**src/rtl/hdb3_decoder_if.sv**
```systemverilog
// ============================================================================
// Module   : hdb3_decoder_if
// Purpose  : Dual-rail HDB3 line symbols in, decoded NRZ bit and status out.
// Revision : 1.0 - initial release
// ============================================================================
`default_nettype none

interface hdb3_decoder_if;
    logic hdb3_p_in;
    logic hdb3_n_in;
    logic data_out;
    logic data_valid;
    logic code_err;

    modport master (
        output hdb3_p_in,
        output hdb3_n_in,
        input  data_out,
        input  data_valid,
        input  code_err
    );

    modport slave (
        input  hdb3_p_in,
        input  hdb3_n_in,
        output data_out,
        output data_valid,
        output code_err
    );
endinterface

`default_nettype wire

```
**src/rtl/hdb3_decoder.sv**
```systemverilog
// ============================================================================
// Module   : hdb3_decoder
// Purpose  : HDB3 receive decoder; strips B/V substitutions, flags code errors.
// Revision : 1.0 - initial release
// ============================================================================
`default_nettype none

module hdb3_decoder #(
    parameter int ZRUN_MAX = 3,
    parameter bit ERR_EN   = 1'b1
) (
    input wire             clk,
    input wire             reset,
    hdb3_decoder_if.slave  bus
);

    logic w_p;
    logic w_n;
    logic w_mark;
    logic w_pol;
    logic w_is_v;
    logic w_bit;

    logic r_s1;
    logic r_s2;
    logic r_s3;
    logic r_data_out;
    logic r_data_valid;
    logic r_last_pol;
    logic r_seen_mark;
    logic [1:0] r_fill;

    assign w_p    = bus.hdb3_p_in;
    assign w_n    = bus.hdb3_n_in;
    assign w_mark = w_p ^ w_n;
    assign w_pol  = w_p;
    assign w_is_v = w_mark & r_seen_mark & (w_pol == r_last_pol);
    assign w_bit  = w_mark & ~w_is_v;

    // A V wipes the V slot and the three slots before it, covering the B of B00V.
    always_ff @(posedge clk or negedge reset) begin
        if (!reset) begin
            r_s1         <= 1'b0;
            r_s2         <= 1'b0;
            r_s3         <= 1'b0;
            r_data_out   <= 1'b0;
            r_data_valid <= 1'b0;
            r_last_pol   <= 1'b0;
            r_seen_mark  <= 1'b0;
            r_fill       <= 2'd0;
        end else begin
            if (w_is_v) begin
                r_s1       <= 1'b0;
                r_s2       <= 1'b0;
                r_s3       <= 1'b0;
                r_data_out <= 1'b0;
            end else begin
                r_s1       <= w_bit;
                r_s2       <= r_s1;
                r_s3       <= r_s2;
                r_data_out <= r_s3;
            end
            if (w_mark) begin
                r_last_pol  <= w_pol;
                r_seen_mark <= 1'b1;
            end
            if (r_fill != 2'd3) begin
                r_fill <= r_fill + 2'd1;
            end
            r_data_valid <= r_data_valid | (r_fill == 2'd2);
        end
    end

    assign bus.data_out   = r_data_out;
    assign bus.data_valid = r_data_valid;

    generate
        if (ERR_EN) begin : g_err
            localparam int                 c_RUN_W     = $clog2(ZRUN_MAX + 2);
            localparam logic [c_RUN_W-1:0] c_RUN_LIMIT = c_RUN_W'(ZRUN_MAX);
            localparam logic [c_RUN_W-1:0] c_RUN_SAT   = c_RUN_W'(ZRUN_MAX + 1);

            logic               w_space;
            logic               w_illegal;
            logic               w_overflow;
            logic [c_RUN_W-1:0] r_zero_run;
            logic               r_code_err;

            assign w_space    = ~w_p & ~w_n;
            assign w_illegal  = w_p & w_n;
            // Pulse only on the space that first crosses the limit; the counter then saturates.
            assign w_overflow = w_space & r_seen_mark & (r_zero_run == c_RUN_LIMIT);

            always_ff @(posedge clk or negedge reset) begin
                if (!reset) begin
                    r_zero_run <= '0;
                    r_code_err <= 1'b0;
                end else begin
                    if (w_mark) begin
                        r_zero_run <= '0;
                    end else if (w_space && r_seen_mark && (r_zero_run != c_RUN_SAT)) begin
                        r_zero_run <= r_zero_run + c_RUN_W'(1);
                    end
                    r_code_err <= w_illegal | w_overflow;
                end
            end

            assign bus.code_err = r_code_err;
        end else begin : g_no_err
            assign bus.code_err = 1'b0;
        end
    endgenerate

endmodule

`default_nettype wire

```
**src/flat_wrapper.sv**
```systemverilog
// flat-port wrapper written by rule: the top's interface ports become plain ports
module hdb3_decoder_flat 
#(
    parameter int ZRUN_MAX = 3,
    parameter bit ERR_EN   = 1'b1
)
  (clk, reset, bus_hdb3_p_in, bus_hdb3_n_in, bus_data_out, bus_data_valid, bus_code_err);
  hdb3_decoder_if bus_i ();
  input wire clk;
  input wire reset;
  input wire logic [$bits(bus_i.hdb3_p_in)-1:0] bus_hdb3_p_in;
  input wire logic [$bits(bus_i.hdb3_n_in)-1:0] bus_hdb3_n_in;
  output wire logic [$bits(bus_i.data_out)-1:0] bus_data_out;
  output wire logic [$bits(bus_i.data_valid)-1:0] bus_data_valid;
  output wire logic [$bits(bus_i.code_err)-1:0] bus_code_err;
  assign bus_i.hdb3_p_in = bus_hdb3_p_in;
  assign bus_i.hdb3_n_in = bus_hdb3_n_in;
  assign bus_data_out = bus_i.data_out;
  assign bus_data_valid = bus_i.data_valid;
  assign bus_code_err = bus_i.code_err;
  hdb3_decoder #(.ZRUN_MAX(ZRUN_MAX), .ERR_EN(ERR_EN)) u_core (.clk(clk), .reset(reset), .bus(bus_i));
endmodule
```
**config.mk**
```make
export PLATFORM = sky130hd
export DESIGN_NAME = hdb3_decoder_flat
export DESIGN_NICKNAME = d
export VERILOG_FILES = /design/src/rtl/hdb3_decoder_if.sv /design/src/rtl/hdb3_decoder.sv /design/src/flat_wrapper.sv
export SDC_FILE = /design/constraint.sdc
export NUM_CORES = 1
export LEC_CHECK = 0
export CORE_AREA = 4 4 41 43
export CTS_CLUSTER_DIAMETER = 80
export DETAILED_ROUTE_END_ITERATION = 7
export DIE_AREA = 0 0 45 47
export GPL_TIMING_DRIVEN = 0
export PLACE_DENSITY = 0.68
export REMOVE_ABC_BUFFERS = 1
export SETUP_SLACK_MARGIN = 0.2
export SLEW_MARGIN = 15
export SYNTH_ARGS = -nofsm -noshare
export SYNTH_HDL_FRONTEND = slang
export SYNTH_SLANG_ARGS = --single-unit
export TNS_END_PERCENT = 5
```
**constraint.sdc**
```tcl
create_clock -name clk -period 3.88 [get_ports clk]
set_input_delay 0.388 -clock clk [delete_from_list [all_inputs] [get_ports clk]]
set_output_delay 0.388 -clock clk [all_outputs]
set_load 0.05 [all_outputs]
```
---- After elaboration in Yosys (flattened, before gate mapping) ----
Index checks and enable logic that the tools add are counted.
storage, ports and cells
  bits in registers ....................... 13
  input bits .............................. 4
  output and inout port bits .............. 3
  logic and storage cells ................. 39
cells by class
  add/subtract/negate cells ............... 2
  eq/ne operators ......................... 5
  muxes and demuxes ....................... 6
  bitwise operators ....................... 13
  reductions and logical operators ........ 3
operators by type and width
  operator             number
  $and 1x1->1          7
  $mux 3               2
  $mux 1               4
  $add 3x1->3 const B  1
  $eq 3x2->1 const B   1
  $ne 3x3->1 const B   1
  $not 1->1            3
  $add 2x1->2 const B  1
  $eq 2x2->1 const B   1
  $logic_and 1x1->1    2
  $ne 2x2->1 const B   1
  $or 1x1->1           2
  $reduce_bool 2->1    1
  $eq 1x1->1           1
  $xor 1x1->1          1

---- Logic depth before layout (Yosys ltp) ----
Gate-level depths: netlist (run 1).
  depth after elaboration ................. 6
  mapped depth ............................ 5
  gate-level depth less buffers ........... 5

---- Worst setup path after synthesis (run 1) ----
OpenSTA, ideal clock, no wires.
  path kind ............................... in2reg
  start point ............................. input port bus_hdb3_n_in
  end point ............................... register u_core.g_err.r_zero_run[0]
  setup time .............................. 128 ps
  data arrival time ....................... 1,123 ps
  data required time ...................... 3,752 ps
  path slack .............................. 2,630 ps
  stages .................................. 5
  buffers on the path ..................... 1
  cells stage by stage .................... inv_1 > ha_1 > buf_2 > nor2_1 > mux2_1
on the way
  elaborated cells on any way between the ends .. 7
  classes of those cells .................. mux (1); bitwise (3); reduce/logical (3)
RTL lines
  element                                             line                 source
  start, declared                                     flat_wrapper.sv:12   input wire logic [$bits(bus_i.hdb3_n_in)-1:0] bus_hdb3_n_in;
  $xor 1x1->1 (*)                                     hdb3_decoder.sv:35   assign w_mark = w_p ^ w_n;
  via u_core.w_mark                                   hdb3_decoder.sv:19   logic w_mark;
  $mux 3 / $reduce_bool 2->1 (equally long branches)  -
  end signal, assigned                                hdb3_decoder.sv:102  r_zero_run <= r_zero_run + c_RUN_W'(1);
  end, declared                                       hdb3_decoder.sv:86   logic [c_RUN_W-1:0] r_zero_run;
Mark *: on every way through the listed nets, which the timed path passes. The rest lies on a longest branch.
A chain may end at the register's enable or synchronous reset.

---- Worst setup path in the final report (run 1) ----
  start point ............................. register u_core.r_data_valid, in the netlist u_core.bus.data_valid
  end point ............................... output port bus_data_valid
RTL lines
  element                 line                source
  start, declared         hdb3_decoder.sv:28  logic r_data_valid;
  start signal, assigned  hdb3_decoder.sv:70  r_data_valid <= r_data_valid | (r_fill == 2'd2);
  end, declared           flat_wrapper.sv:14  output wire logic [$bits(bus_i.data_valid)-1:0] bus_data_valid;
No word-level cell between the ends.

==> impl_metrics.toml, run 1 <==
[status]
outcome = "finished, final reports clean"

[synthesis]
yosys_warnings = 0
netlist_top_cells_area = "dfrtp_1, ha_1, nor2b_2"
synth.top_cell.area_share_pct = 52.63
ys_ff_latch = 13
ys_types = 20
synth_commonest_cells = "dfrtp_1, ha_1, inv_1"
avgSynthCellArea_sq_um = 12.12
synth_largest_area_cell = "dfrtp_1"
yosysMostFrequentCell = "dfrtp_1"
synthFlopType = "dfrtp_1"
netlist_area_sq_um = 618.1
synth_edf_count = 0
synth_cells = 51
seq_area_frac_synth_pct = 52.63
async_reset_ff_share_pct = 100.0

[cts]
path_clk_slew_ps = 80
cts_buffer_depth = 2
root_buffer = "clkbuf_4"
postCtsSetupBuffers = 0
cts_tree = "built"
clk_latency_ps = 280
cts_inserted_buffers = 3
holdBufCountCts = 0
cts_max_level = 1
ctsResizeCount = 0
cts_sinks = 13

[route]
drc = 0
wl_microns = 850
ant_nets = 0
num_vias = 351
drt_iter0_markers = 2
wl_per_cell_microns = 11.33
dr.pass1.iters = 2
vias_per_cell = 4.680

[sta]
clock_skew_ps = 7.656
worstMarginPinSlew_ps = 564.8
fin_crit_sh_pct = 46.25
layout_min_cycle_time_ps = 1794
fmax_mhz = 557.3
tns_ps = 0
hold_viol_final = 0
final-max-slew-violation-count = 0
setup_viol = 0
rsz0062_at_grt = "no"
slew_headroom_pct = 62.23

[critical_path]
cp_max_fo = 2
cp_data_required_time_ps = 3490
path_cells = "clkdlybuf4s50_1"
crit_path_end_kind = "primary output"
slowest_stage = "clkdlybuf4s50_1"
max_stage_delay_ps = 800
worstPathArrival_ps = 1410
path_class = "register to primary output"
path_buf_inv = 1
cp_top_family = "buffers and inverters"
start_kind = "register"

[floorplanning]
dieArea_sq_um = 2115
die_h_microns = 47
core_area_sq_um = 1301
rows = 13
io_pins = 7
start_util_pct = 47.50
fp.dieW_microns = 45

[finish]
fillers = 114
drive_gt1_share_pct = 20.00
fin_util_pct = 55.19
seq_area_sq_um = 325.3
layout.nets = 72
num_antenna_cells = 0
area_delta_synth_final_pct = 16.19
multiInputGateArea_sq_um = 265.3

[pwr]
swShare_pct = 25.73
irDropWorstVdd_mv = 0.2540
pwr-share-clk_pct = 29.4
netSwitchingPower_mw = 0.07223
internal-power_mw = 0.2085
power_frac_comb_pct = 17.1
power_leakage_nw = 0.3304
power_density_nw_per_um2 = 390.9
seq_power_share_pct = 53.4

[global_routing]
overflow = 0
grt_max_degree = 14
grt_pass1_wl_mm = 1.545
grt_usage_pct = 11.07
antenna_found_initial = 0
grt_pass1_vias = 386

[placement]
portBuffers = 6
dp_hpwl_microns = 619.2
gp_congestion = 0.6728

[run]
cap_violations = 0

[min_path]
hold_path_class = "register to register"
[worst paths after layout]
| kind | start | end | slack [ps] | cells after the start |
|---|---|---|---|---|
| setup / recovery | u_core.bus.data_valid | bus_data_valid | 2090 | 1 |
| hold / removal | u_core.r_s2 | u_core.r_s3 | 450 | 1 |
| setup reg to reg | u_core.g_err.r_zero_run[0] | u_core.g_err.r_zero_run[0] | 2600 | 4 |
| hold reg to reg | u_core.r_s2 | u_core.r_s3 | 450 | 1 |
| max in group asynchronous | reset | u_core.g_err.r_zero_run[1] | 3030 | 1 |
| min in group asynchronous | reset | u_core.r_s3 | 470 | 1 |
[registers in the layout, indices dropped and copies added (netlist names)]
| register | count |
|---|---|
| u_core.g_err.r_zero_run | 3 |
| u_core.r_fill | 2 |
| u_core.bus.code_err | 1 |
| u_core.bus.data_out | 1 |
| u_core.bus.data_valid | 1 |
| u_core.r_last_pol | 1 |
| u_core.r_s1 | 1 |
| u_core.r_s2 | 1 |
| u_core.r_s3 | 1 |
| u_core.r_seen_mark | 1 |
[power groups by stage]
| stage | registers (mW) | logic, mW | clock network [mW] |
|---|---|---|---|
| after global placement | 0.152 | 0.0480 | 0 |
| after floorplan | 0.160 | 0.0257 | 0 |
| after global routing | 0.151 | 0.0534 | 0.0972 |
| after detailed placement | 0.153 | 0.0490 | 0 |
| final | 0.150 | 0.0481 | 0.0827 |
| after CTS | 0.150 | 0.0492 | 0.0887 |
[cells in the final DEF (no fill, tap or decap)]
master / count
nand2_2: 1
mux2i_1: 1
dfrtp_1: 13
nand2b_1: 2
or2_1: 1
clkdlybuf4s50_1: 6
ha_1: 7
a31o_2: 1
or2_2: 1
xnor2_1: 2
a21oi_2: 1
nor2_1: 2
mux2_1: 2
a21oi_1: 1
and3_4: 1
nor2b_2: 4
clkbuf_1: 1
clkbuf_4: 3
nand2_1: 1
inv_1: 6
o21ai_0: 2
or2_0: 1
[through the flow]
| step | hold WS, ps | total power, mW | std cells | instance area [sq um] | worst slack (ps) |
|---|---|---|---|---|---|
| detailed placement | 446.5 | 0.2018 | 71 | 691.9 | 1969 |
| global route | 488.6 | 0.3016 | 75 | 718.2 | 2020 |
| CTS | 462.7 | 0.2880 | 75 | 718.2 | 2063 |
| finish | 454.9 | 0.2807 | 75 | 718.2 | 2086 |
| global placement | 441.2 | 0.2004 | 71 | 691.9 | 1991 |
| floorplan | 92.41 | 0.1861 | 50 | 613.1 | 2641 |
[metal layers]
layer	GRT usage, %	vias to the layer above	wire (microns)
li1	-	178	-
met1	12.11	162	409
met2	16.67	9	348
met3	7.280	2	80
met4	5.263	0	12
met5	0	-	0
[final cells by class]
cell class                 count  share of cell area [%]
sequential                    13                   45.30
multi-input combinational     31                   36.93
timing repair buffer           6                   8.362
clock buffer                   4                   3.659
inverter                       6                   3.136
tap                           15                   2.613
[cell families (layout without fill, tap and decap cells)]
kind of cell | after synthesis | count (layout) | synth area share, %
buffers and inverters | 7 | 16 | 4.452
xor gates and xnor gates | 2 | 2 | 2.835
and+or+nand+nor | 14 | 14 | 15.39
AOI/OAI and AO/OA | 5 | 5 | 5.263
muxes | 3 | 3 | 5.263
adders and majority gates | 7 | 7 | 14.17
DFF | 13 | 13 | 52.63
No activity file was read; power rests on OpenSTA's default activity.
==> run 2, diff against run 1 <==
--- a/config.mk
+++ b/config.mk
@@ -5,12 +5,12 @@
 export SDC_FILE = /design/constraint.sdc
 export NUM_CORES = 1
 export LEC_CHECK = 0
-export CORE_AREA = 4 4 41 43
+export CORE_MARGIN = 4
+export CORE_UTILIZATION = 46
 export CTS_CLUSTER_DIAMETER = 80
 export DETAILED_ROUTE_END_ITERATION = 7
-export DIE_AREA = 0 0 45 47
 export GPL_TIMING_DRIVEN = 0
-export PLACE_DENSITY = 0.68
+export PLACE_DENSITY = 0.7
 export REMOVE_ABC_BUFFERS = 1
 export SETUP_SLACK_MARGIN = 0.2
 export SLEW_MARGIN = 15
==> constraint.sdc (replaced) <==
create_clock -name clk -period 1.6 [get_ports clk]
set_input_delay 0.16 -clock clk [delete_from_list [all_inputs] [get_ports clk]]
set_output_delay 0.16 -clock clk [all_outputs]
set_load 0.05 [all_outputs]
==> run 2 against run 1 <==
Net effect:
- clock skew shrank 2.2 ps
- wire length fell by 1.6%
- global-route usage up 0.43 points
- utilization rose by 6.6 points
- largest cell class unchanged
- largest power group unchanged
- highest routed layer unchanged
==> impl_metrics.toml, run 2 (synthesis gave the netlist of run 1 again) <==
[critical_path]
slowest_stage = "clkdlybuf4s50_1"
r2r_slack_ps = 330
max_stage_delay_ps = 480
worstPathArrival_ps = 1440
cp_top_family = "buffers and inverters"
path_buf_inv = 2
r2r_start = "u_core.g_err.r_zero_run[0]"
path_class = "primary input to register"
worst-r2r-cell-count = 4
crit_cells = 6
cp_data_required_time_ps = 1760
reg2reg_to = "u_core.g_err.r_zero_run[0]"
cp_max_fo = 4
crit_path_end_kind = "register"
path_cells = "clkdlybuf4s50_1, inv_1, ha_4, nand2_2, a21oi_2, mux2_1"
start_kind = "primary input"
cp-startpoint = "bus_hdb3_p_in"

[pwr]
irDropWorstVdd_mv = 0.6675
power_leakage_nw = 0.3476
power_density_nw_per_um2 = 927.2
total_power_mw = 0.6799

[cts]
cts_tree = "built"
root_buffer = "clkbuf_4"
cts_inserted_buffers = 3
path_clk_slew_ps = 80
cts_buffer_depth = 2
holdBufCountCts = 0
cts_max_level = 1
clk_latency_ps = 270
postCtsSetupBuffers = 0
cts_sinks = 13

[global_routing]
grt_pass1_wl_mm = 1.552
antenna_found_initial = 0
grt_usage_pct = 11.49
grt_pass1_vias = 370
grt_max_degree = 14
overflow = 0

[placement]
dp_hpwl_microns = 605.8
gp_congestion = 0.6702
portBuffers = 6
dp.cells = 70

[finish]
largest_reg_flops = 3
layout_commonest_cell = "dfrtp_1"
layout.nets = 72
top_register = "u_core.g_err.r_zero_run"
area_delta_synth_final_pct = 18.62
fin_util_pct = 61.81
drive_gt1_share_pct = 21.67
num_antenna_cells = 0
final_cells = 74
reg_top3 = "u_core.g_err.r_zero_run x3, u_core.r_fill x2"
final_cell_mix = "dfrtp_1, inv_1, ha_1, nor2b_2"

[floorplanning]
core_area_sq_um = 1186
io_pins = 7
fp.dieW_microns = 44.66
dieArea_sq_um = 1994
rows = 12
die_h_microns = 44.66
start_util_pct = 52.11

[route]
ant_nets = 0
drc = 0
vias_per_cell = 4.865
wl_microns = 836
wl_per_cell_microns = 11.30
dr.pass1.iters = 2
num_vias = 360
drt_iter0_markers = 4

[sta]
fin_crit_sh_pct = 80.54
tns_ps = 0
rsz0062_at_grt = "no"
fmax_mhz = 776.0
setup_viol = 0
hold_viol_final = 0
final-max-slew-violation-count = 0
layout_min_cycle_time_ps = 1289
worstMarginPinSlew_ps = 561.9
clock_skew_ps = 5.477
slew_headroom_pct = 62.42

[min_path]
hold_path_class = "primary input to async pin"

[run]
cap_violations = 0

[status]
outcome = "finished, final reports clean"
[run 2: changes by cell type in the layout (fill, tap and decap cells not counted)]
cell             previous run  this run
dlygate4sd2_1               0         1
dlymetal6s2s_1              0         2
ha_4                        0         1
clkdlybuf4s50_1             6         3
ha_1                        7         6
[run 2: area by class of cell]
type                            instances  area, sq um
Fill cell                             109        452.9
Sequential cell                        13        325.3
Multi-Input combinational cell         31        277.8
Timing Repair Buffer                    6        63.81
Clock buffer                            4        26.28
Inverter                                6        22.52
Tap cell                               14        17.52
[run 2: through the flow]
stage,area (sq um),hold slack [ps],setup WS (ps)
global route,733.2,280.9,230.3
finish,733.2,243.0,311.3
CTS,715.7,259.6,19.39
detailed placement,690.7,447.9,-88.64
floorplan,613.1,-135.6,378.6
global placement,690.7,439.9,-70.51
[run 2: worst reg2reg max path, delay by kind of cell, from the launching register on]
family | cells | cell delay, ps
AOI/OAI and AO/OA | 1 | 170
adders and majority gates | 1 | 210
muxes | 1 | 330
buffers and inverters | 1 | 70
DFF | 1 | 380
[run 2: per-layer routing]
layer	vias up	global-route usage (%)	part of all wire (%)
li1	179	-	-
met1	170	11.87	44
met2	9	17.19	47
met3	2	7.317	7.4
met4	0	7.229	1.7
met5	-	0	0
[run 2: worst max path at each step]
stage | to | slack (ps)
floorplan | u_core.g_err.r_zero_run[2] | 380
global placement | u_core.g_err.r_zero_run[0] | -70
detailed placement | u_core.g_err.r_zero_run[0] | -90
CTS | bus_data_valid | 20
global route | u_core.g_err.r_zero_run[0] | 230
finish | u_core.g_err.r_zero_run[0] | 310
[run 2: what timing repair did]
item | in CTS | in global routing
gates resized for setup | 1 | 4
pin swaps | 0 | 0
setup endpoints to repair | 3 | 4
[run 2: power breakdown]
group          internal [mW]  switching, mW
registers              0.354        0.00974
logic                 0.0554         0.0635
clock network         0.0966          0.100
total                  0.506          0.173
==> run 3, diff against run 2 <==
--- a/config.mk
+++ b/config.mk
@@ -5,12 +5,12 @@
 export SDC_FILE = /design/constraint.sdc
 export NUM_CORES = 1
 export LEC_CHECK = 0
-export CORE_MARGIN = 4
-export CORE_UTILIZATION = 46
+export CORE_AREA = 4 4 41 43
 export CTS_CLUSTER_DIAMETER = 80
 export DETAILED_ROUTE_END_ITERATION = 7
+export DIE_AREA = 0 0 45 47
 export GPL_TIMING_DRIVEN = 0
-export PLACE_DENSITY = 0.7
+export PLACE_DENSITY = 0.68
 export REMOVE_ABC_BUFFERS = 1
 export SETUP_SLACK_MARGIN = 0.2
 export SLEW_MARGIN = 15
==> constraint.sdc (replaced) <==
create_clock -name clk -period 1.3 [get_ports clk]
set_input_delay 0.13 -clock clk [delete_from_list [all_inputs] [get_ports clk]]
set_output_delay 0.13 -clock clk [all_outputs]
set_load 0.05 [all_outputs]
==> run 3 against run 2 <==
Net effect:
- sequential cell count unchanged
- clock skew is 3.2 ps higher
- combinational power increased by 33%
- power increased by 26%
- global-route usage fell by 0.27 points
- sequential power up 23%
- sequential share of layout area decreased by 1.7 points
- highest routed layer unchanged
==> impl_metrics.toml, run 3 (synthesis gave the netlist of run 1 again) <==
[run]
cap_violations = 0

[cts]
cts_sinks = 13
clk_latency_ps = 280
path_clk_slew_ps = 80
postCtsSetupBuffers = 0
cts_tree = "built"
cts_inserted_buffers = 3
cts_buffer_depth = 2
root_buffer = "clkbuf_4"
cts_max_level = 1

[floorplanning]
core_area_sq_um = 1301
fp.dieW_microns = 45
die_h_microns = 47
io_pins = 7
rows = 13
dieArea_sq_um = 2115
start_util_pct = 47.50

[global_routing]
grt_max_degree = 14
grt_pass1_wl_mm = 1.573
grt_pass1_vias = 388
grt_usage_pct = 11.23
overflow = 0
antenna_found_initial = 0

[placement]
gp_congestion = 0.6728
dp_hpwl_microns = 619.2
place_ws_ps = -352.5
place_area_sq_um = 691.9
portBuffers = 6
dp.cells = 71

[min_path]
hold_path_class = "primary input to async pin"

[route]
num_vias = 355
wl_per_cell_microns = 12.25
wl_met2_microns = 415
ant_nets = 0
drt_iter0_markers = 0
wl_met3_microns = 82
wl_microns = 919
vias_per_cell = 4.733
dr.pass1.iters = 1
drc = 0
highest_layer = "met4"
routedLengthMet1_microns = 410

[finish]
seq_area_sq_um = 325.3
layout_commonest_cell = "dfrtp_1"
final_cells = 75
fin_util_pct = 58.65
drive_gt1_share_pct = 33.33
final_cell_area_sq_um = 763.2
num_antenna_cells = 0
largest_reg_flops = 3
area_delta_synth_final_pct = 23.48
final_cell_mix = "dfrtp_1, inv_1, nor2b_2"
layout.nets = 72
top_register = "u_core.g_err.r_zero_run"
multiInputGateArea_sq_um = 306.5
fillers = 116
reg_top3 = "u_core.g_err.r_zero_run x3, u_core.r_fill x2"

[sta]
fmax_mhz = 809.1
fin_ws_ps = 64.05
hold_viol_final = 0
layout_min_cycle_time_ps = 1236
fin_crit_sh_pct = 95.07
tns_ps = 0
slew_headroom_pct = 61.43
clock_skew_ps = 8.685
final-max-slew-violation-count = 0
rsz0062_at_grt = "yes"
setup_viol = 0
hold_slack_ps = 211.9
worstMarginPinSlew_ps = 576.7

[pwr]
power_leakage_nw = 0.3332
total_power_mw = 0.8550
power_density_nw_per_um2 = 1120
irDropWorstVdd_mv = 0.7399

[critical_path]
path_class = "register to register"
max_stage_delay_ps = 400
path_buf_inv = 0
start_kind = "register"
worst-r2r-cell-count = 4
r2r_start = "u_core.g_err.r_zero_run[1]"
cp_data_required_time_ps = 1510
slowest_stage = "dfrtp_1"
crit_path_end_kind = "register"
cp_max_fo = 3
path_cells = "ha_2, ha_4, or2_0, a21oi_1"
r2r_slack_ps = 60
worstPathArrival_ps = 1450
cp_top_family = "adder cells"
reg2reg_to = "u_core.g_err.r_zero_run[2]"

[status]
outcome = "finished, final reports clean"
run 3: cell count changes in the layout (fill, tap and decap cells not counted), sizes merged:
| cell | previous run | this run |
|---|---|---|
| clkdlybuf4s15 | 0 | 3 |
| dlygate4sd2 | 1 | 0 |
| dlymetal6s2s | 2 | 0 |
run 3: report_power, final:
part	switching (mW)	internal, mW
sequential	0.0116	0.436
clock	0.130	0.119
combinational	0.0822	0.0762
total	0.224	0.631
run 3: per-layer routing:
layer / global-route usage, % / vias up
li1: - / 178
met1: 12.59 / 165
met2: 16.67 / 10
met3: 7.280 / 2
met4: 5.263 / 0
met5: 0 / -
run 3: worst register-to-register path, cell delays in order (launching register included):
cell and delay (ps):
dfrtp_1 400, ha_2 210, ha_4 210, or2_0 210
a21oi_1 140
run 3: cell type report:
cell class	count	area share, %
clock buffers	4	3.443
well taps	15	2.459
inverters	6	2.951
flip-flops and latches	13	42.62
multi-input cells	31	40.16
repair buffers	6	8.361
run 3: what timing repair did:
action                                  4_1_cts  5_1_grt
gates resized for setup                      15        1
pin swaps                                     4        3
endpoints found under the setup margin       12       11
hold buffers                                  0        0
run 3: worst max-delay path by stage:
stage	from	to	cells after the start
floorplan	u_core.g_err.r_zero_run[0]	u_core.g_err.r_zero_run[2]	4
global placement	bus_hdb3_p_in	u_core.g_err.r_zero_run[0]	5
detailed placement	bus_hdb3_p_in	u_core.g_err.r_zero_run[0]	5
CTS	u_core.g_err.r_zero_run[1]	u_core.g_err.r_zero_run[0]	4
global route	u_core.g_err.r_zero_run[1]	u_core.g_err.r_zero_run[2]	4
finish	u_core.g_err.r_zero_run[1]	u_core.g_err.r_zero_run[2]	4
==> RTL edit 1: new RTL, flow settings as in run 3 <==
Reset style: synchronous (`reset`), changed in 2 clocked blocks.
--- a/src/rtl/hdb3_decoder.sv
+++ b/src/rtl/hdb3_decoder.sv
@@ -38,7 +38,7 @@
     assign w_bit  = w_mark & ~w_is_v;
 
     // A V wipes the V slot and the three slots before it, covering the B of B00V.
-    always_ff @(posedge clk or negedge reset) begin
+    always_ff @(posedge clk) begin
         if (!reset) begin
             r_s1         <= 1'b0;
             r_s2         <= 1'b0;
@@ -91,7 +91,7 @@
             // Pulse only on the space that first crosses the limit; the counter then saturates.
             assign w_overflow = w_space & r_seen_mark & (r_zero_run == c_RUN_LIMIT);
 
-            always_ff @(posedge clk or negedge reset) begin
+            always_ff @(posedge clk) begin
                 if (!reset) begin
                     r_zero_run <= '0;
                     r_code_err <= 1'b0;
Behaviour: differs if reset is asserted again (counterexample within 4 cycles, from zero or initial values and one cycle with reset low); with reset held inactive, the same outputs for 10 cycles.
==> RTL edit 1 against run 3 <==
- sequential share of layout area shrank 7.0 points
- cell area down 3.4%
- synthesized cell count increased by 9.8%
- critical path depth is 1 higher
- maximum frequency rose by 2.5%
- sequential cell count unchanged
- power shrank 1.7%
- non-clock buffer count rose by 3
- routed wire length down 4.8%
- area after synthesis is 9.1% lower
- worst setup slack better by 0.031 ns
- critical path type unchanged
- critical endpoint is now u_core.g_err.r_zero_run[0]$_SDFFE_PP0P_
- largest power group unchanged
==> RTL edit 1: results (changes against run 3) <==
[metrics] Hold WC Path Type: in -> reg (was in -> async)
[metrics] cells taking the most area after synthesis: sky130_fd_sc_hd__dfxtp_1, sky130_fd_sc_hd__ha_1, sky130_fd_sc_hd__and3_1 (was sky130_fd_sc_hd__dfrtp_1, sky130_fd_sc_hd__ha_1, sky130_fd_sc_hd__nor2b_2)
[metrics] DRC marker count from the first detailed-route iteration: 9 (was 0)
[metrics] post-synthesis sequential area ratio: 46.33% (was 52.63%)
[metrics] GRT Util Overall: 9.729% (was 11.23%)
[metrics] number of global-route vias before repair: 364 (was 388)
[metrics] Hold Path Cell Cnt: 3
[metrics] number of buffers inserted to repair setup after CTS: 2 (was 0)
[metrics] number of vias per cell after detailed routing: 4.831 (was 4.733)
[metrics] number of inserted filler cells in the final layout: 128 (was 116)
[metrics] launch point of the worst path: u_core.g_err.r_zero_run[1]$_SDFFE_PP0P_ (was u_core.g_err.r_zero_run[1]$_DFFE_PN0P_)
[metrics] length in cells of the worst reg-to-reg path: 5 (was 4)
[metrics] Final Routed Wirelength: 875 um (was 919 um)
[metrics] ratio of cells with drive above 1 in the final layout: 32.35% (was 33.33%)
[metrics] ys flop type: sky130_fd_sc_hd__dfxtp_1 (was sky130_fd_sc_hd__dfrtp_1)
[metrics] top layer in use: met3 (was met4)
[metrics] half-perimeter wire length of the detailed placement result: 565.3 um (was 619.2 um)
[metrics] Clock Root Buffer: sky130_fd_sc_hd__clkbuf_4 (unchanged)
[metrics] worst-case headroom to the max-slew limit: 68.18% (was 61.43%)
[metrics] worst clock skew: 0.0001296 ns (was 0.008685 ns)
[metrics] maximum achievable frequency: 0.8296 GHz (was 0.8091 GHz)
[metrics] routed wl met2: 427 um (was 415 um)
[metrics] async set or reset register ratio after synthesis: 0% (was 100.0%)
[metrics] clk_lat worst skew: 0.27 ns
[metrics] largest fanout on the critical path: 4 (was 3)
[metrics] first-pass GRT wire length: 1.455 mm (was 1.573 mm)
[metrics] Critical Path Sink: u_core.g_err.r_zero_run[0]$_SDFFE_PP0P_ (was u_core.g_err.r_zero_run[2]$_DFFE_PN0P_)
[metrics] critical path arrival: 1.41 ns (was 1.45 ns)
[metrics] number of nets at the end of the flow: 80 (was 72)
[metrics] met1 WL: 385 um (was 410 um)
[metrics] run status: complete, no violations (unchanged)
[metrics] maximum number of pins on one net before global-route repair: 13 (was 14)
[metrics] last weighted congestion value of the routability-driven placer: 0.6664 (was 0.6728)
[metrics] met3 WL post-DR: 62 um (was 82 um)
[metrics] setup slack, reg-to-reg: 0.09 ns (was 0.06 ns)
==> RTL edit 1: through the flow <==
step | util (%) | cells | TNS (ns) | cell area (sq um)
2_1_floorplan | - | 55 | 0 | 558.0
5_1_grt | 56.63 | 83 | 0 | 737.0
3_3_place_gp | 48.94 | 76 | -2.123 | 636.9
4_1_cts | 54.04 | 82 | 0 | 703.2
6_report | 56.63 | 83 | 0 | 737.0
3_5_place_dp | 48.94 | 76 | -2.276 | 636.9
==> RTL edit 1: cells by family after synthesis <==
| group | synth area share, % |
|---|---|
| flip-flops | 46.33 |
| adder cells (fa/ha/maj) | 15.59 |
| XOR/XNOR | 3.119 |
| AO/OA/AOI/OAI | 11.80 |
| multiplexers | 1.782 |
| AND/OR/NAND/NOR | 16.71 |
| buffers and inverters | 4.676 |
==> RTL edit 1: power breakdown <==
group	leakage (uW)	switching [uW]	internal, uW
registers	0.000108	21.4	432
clock network	0.0000150	118	119
logic	0.000191	77.8	72.4
==> RTL edit 1: cell type report <==
class                      instances  area [sq um]  area share (%)
clock buffer                       4         26.28           3.565
inverter                           6         22.52           3.056
multi-input combinational         36         319.1           43.29
sequential                        13         262.8           35.65
tap                               15         18.77           2.547
timing repair buffer               9         87.58           11.88
==> RTL edit 1: layer usage <==
layer,up-vias,track usage (%)
li1,213,-
met4,0,3.509
met5,-,0
met3,0,5.747
met2,9,14.41
met1,179,11.68
==> RTL edit 1: critical path, stage by stage, from the launching register on <==
cell and delay (ns):
sky130_fd_sc_hd__dfxtp_2 0.34, sky130_fd_sc_hd__inv_2 0.04, sky130_fd_sc_hd__ha_4 0.15, sky130_fd_sc_hd__and2_4 0.16, sky130_fd_sc_hd__or3_4 0.33, sky130_fd_sc_hd__a21oi_2 0.13
==> RTL edit 2: new RTL, settings of run 3 <==
Without the edit above. `ERR_EN` is set to 1'b1 in 2 places; all go to 1'b0.
--- a/src/rtl/hdb3_decoder.sv
+++ b/src/rtl/hdb3_decoder.sv
@@ -7,7 +7,7 @@
 
 module hdb3_decoder #(
     parameter int ZRUN_MAX = 3,
-    parameter bit ERR_EN   = 1'b1
+    parameter bit ERR_EN   = 1'b0
 ) (
     input wire             clk,
     input wire             reset,
--- a/src/flat_wrapper.sv
+++ b/src/flat_wrapper.sv
@@ -2,7 +2,7 @@
 module hdb3_decoder_flat 
 #(
     parameter int ZRUN_MAX = 3,
-    parameter bit ERR_EN   = 1'b1
+    parameter bit ERR_EN   = 1'b0
 )
   (clk, reset, bus_hdb3_p_in, bus_hdb3_n_in, bus_data_out, bus_data_valid, bus_code_err);
   hdb3_decoder_if bus_i ();
Check against the original RTL: not equivalent (a bounded check fails within 4 cycles, from zero or initial values and one cycle with reset low).
==> RTL edit 2 against run 3 <==
- area after synthesis fell by 38%
- sequential cell count fell by 4
- power fell by 32%
- largest cell class unchanged
- hold slack got worse by 0.053 ns
- core utilization fell by 23 points
- non-clock buffer count fell by 1
- routed wire length fell by 40%
- cell area fell by 40%
- worst setup slack improved by 0.22 ns
- synthesized cell count fell by 43%
- global-route usage fell by 4.1 points
==> RTL edit 2: results (changes against run 3) <==
[metrics] initial antenna violation count: 0 (unchanged)
[metrics] Post-Place Setup Slack: -0.0006493 ns (was -0.3525 ns)
[metrics] run status: complete, no violations (unchanged)
[metrics] critical path arrival: 1.16 ns (was 1.45 ns)
[metrics] last weighted congestion value of the routability-driven placer: 0.5951 (was 0.6728)
[metrics] category of cells accounting for the largest share of critical-path delay: flip-flops (was adder cells)
[metrics] clk_lat worst skew: 0.26 ns (was 0.28 ns)
[metrics] leakage: 0.0002171 uW (was 0.0003332 uW)
[metrics] first-pass GRT wire length: 972 um (was 1.573 mm)
[metrics] Clock transition at path regs: 0.06 ns (was 0.08 ns)
[metrics] Final Routed Wirelength: 548 um (was 919 um)
[metrics] maximum number of pins on one net before global-route repair: 10 (was 14)
[metrics] Synth cell types: 14 (was 20)
[metrics] Worst IR Drop VDD: 0.5387 mV (was 0.7399 mV)
[metrics] GRT Util Overall: 7.097% (was 11.23%)
[metrics] maximum buffer depth of the clock tree: 2 (unchanged)
[metrics] cells taking the most area after synthesis: sky130_fd_sc_hd__dfrtp_1, sky130_fd_sc_hd__xnor2_1, sky130_fd_sc_hd__ha_1 (was sky130_fd_sc_hd__dfrtp_1, sky130_fd_sc_hd__ha_1, sky130_fd_sc_hd__nor2b_2)
[metrics] number of nets at the end of the flow: 44 (was 72)
[metrics] number of buffer cells added on primary ports: 5 (was 6)
[metrics] cell area after placement: 444.2 sq um (was 691.9 sq um)
[metrics] detailed-route via count: 221 (was 355)
[metrics] Max stage delay on crit path: 0.38 ns (was 0.40 ns)
[metrics] launch point of the worst path: u_core.r_fill[0]$_DFFE_PN0P_ (was u_core.g_err.r_zero_run[1]$_DFFE_PN0P_)
[metrics] register with the highest flop count: u_core.r_fill (was u_core.g_err.r_zero_run)
[metrics] max FFs per register: 2 (was 3)
[metrics] half-perimeter wire length of the detailed placement result: 418.2 um (was 619.2 um)
[metrics] ratio of cells with drive above 1 in the final layout: 18.92% (was 33.33%)
[metrics] post-synthesis sequential area ratio: 58.82% (was 52.63%)
[metrics] number of inserted filler cells in the final layout: 140 (was 116)
[metrics] leading post-synthesis cells by instance count: sky130_fd_sc_hd__dfrtp_1, sky130_fd_sc_hd__inv_1, sky130_fd_sc_hd__nor3b_1, sky130_fd_sc_hd__xnor2_1, sky130_fd_sc_hd__ha_1 (was sky130_fd_sc_hd__dfrtp_1, sky130_fd_sc_hd__ha_1, sky130_fd_sc_hd__inv_1)
[metrics] number of global-route vias before repair: 242 (was 388)
[metrics] worst clock skew: 0.003061 ns (was 0.008685 ns)
[metrics] cell area after layout: 460.4 sq um (was 763.2 sq um)
[RTL edit 2: cell count changes in the layout (fill, tap and decap cells not counted), moves of 2 or more]
cell and delta:
sky130_fd_sc_hd__nor3b_1 +3, sky130_fd_sc_hd__nor2b_2 -4, sky130_fd_sc_hd__dfrtp_1 -4, sky130_fd_sc_hd__inv_1 -3, sky130_fd_sc_hd__o21ai_0 -2, sky130_fd_sc_hd__clkdlybuf4s15_2 -3
sky130_fd_sc_hd__nor2_1 -2, sky130_fd_sc_hd__ha_4 -2, sky130_fd_sc_hd__buf_2 +2, sky130_fd_sc_hd__ha_2 -2
[RTL edit 2: repair_timing]
item | CTS | global route
resized for setup | 8 | 2
cloned | 0 | 0
setup endpoints to repair | 2 | 1
hold endpoints to repair | 0 | 0
[RTL edit 2: final cells by class]
| type | instances | share of cell area [%] |
|---|---|---|
| sequential | 9 | 48.91 |
| multi-input combinational | 16 | 30.16 |
| timing repair buffer | 5 | 8.696 |
| clock buffer | 4 | 5.707 |
| tap | 15 | 4.076 |
| inverter | 3 | 2.446 |
[RTL edit 2: final timing paths]
check | slack [ns] | endpoint | depth (start not counted)
min in group clk | 0.46 | u_core.bus.data_valid$_DFF_PN0_ | 1
max in group asynchronous | 0.86 | u_core.r_s1$_DFF_PN0_ | 1
hold / removal | 0.16 | u_core.r_fill[0]$_DFFE_PN0P_ | 1
setup / recovery | 0.28 | u_core.bus.data_valid$_DFF_PN0_ | 3
setup reg to reg | 0.28 | u_core.bus.data_valid$_DFF_PN0_ | 3
hold reg to reg | 0.46 | u_core.bus.data_valid$_DFF_PN0_ | 1
[RTL edit 2: power breakdown]
part           total [uW]  leakage [uW]  internal (uW)  switching (uW)
registers             304     0.0000996            297            6.73
logic                65.0      0.000103           27.7            37.3
clock network         213     0.0000150            118            94.5
total                 582      0.000217            443             139
[RTL edit 2: per-stage QoR]
step / instances / hold WS, ns
floorplan: 28 / -0.1656
global placement: 48 / 0.4477
detailed placement: 48 / 0.4545
CTS: 52 / 0.1751
global route: 52 / 0.2016
finish: 52 / 0.1594
[RTL edit 2: metal layers]
metal  vias up  global-route usage [%]  share of wire (%)  routed length [um]
met5         -                       0                  0                   0
met4         0                   1.754                  0                   0
met3         0                   6.897                 16                  87
met2        10                   11.30                 46                 250
met1       104                   6.542                 38                 210
li1        107                       -                  -                   -
[RTL edit 2: cell families after synthesis]
| family | Yosys count | share of synthesized area (%) |
|---|---|---|
| compound gates | 1 | 1.306 |
| xor+xnor | 3 | 6.864 |
| fa+ha+maj | 3 | 9.149 |
| buf+inv | 4 | 4.902 |
| flops | 9 | 58.82 |
| mux | 1 | 2.614 |
| other cells | 1 | 0.9795 |
| simple gates | 7 | 15.36 |
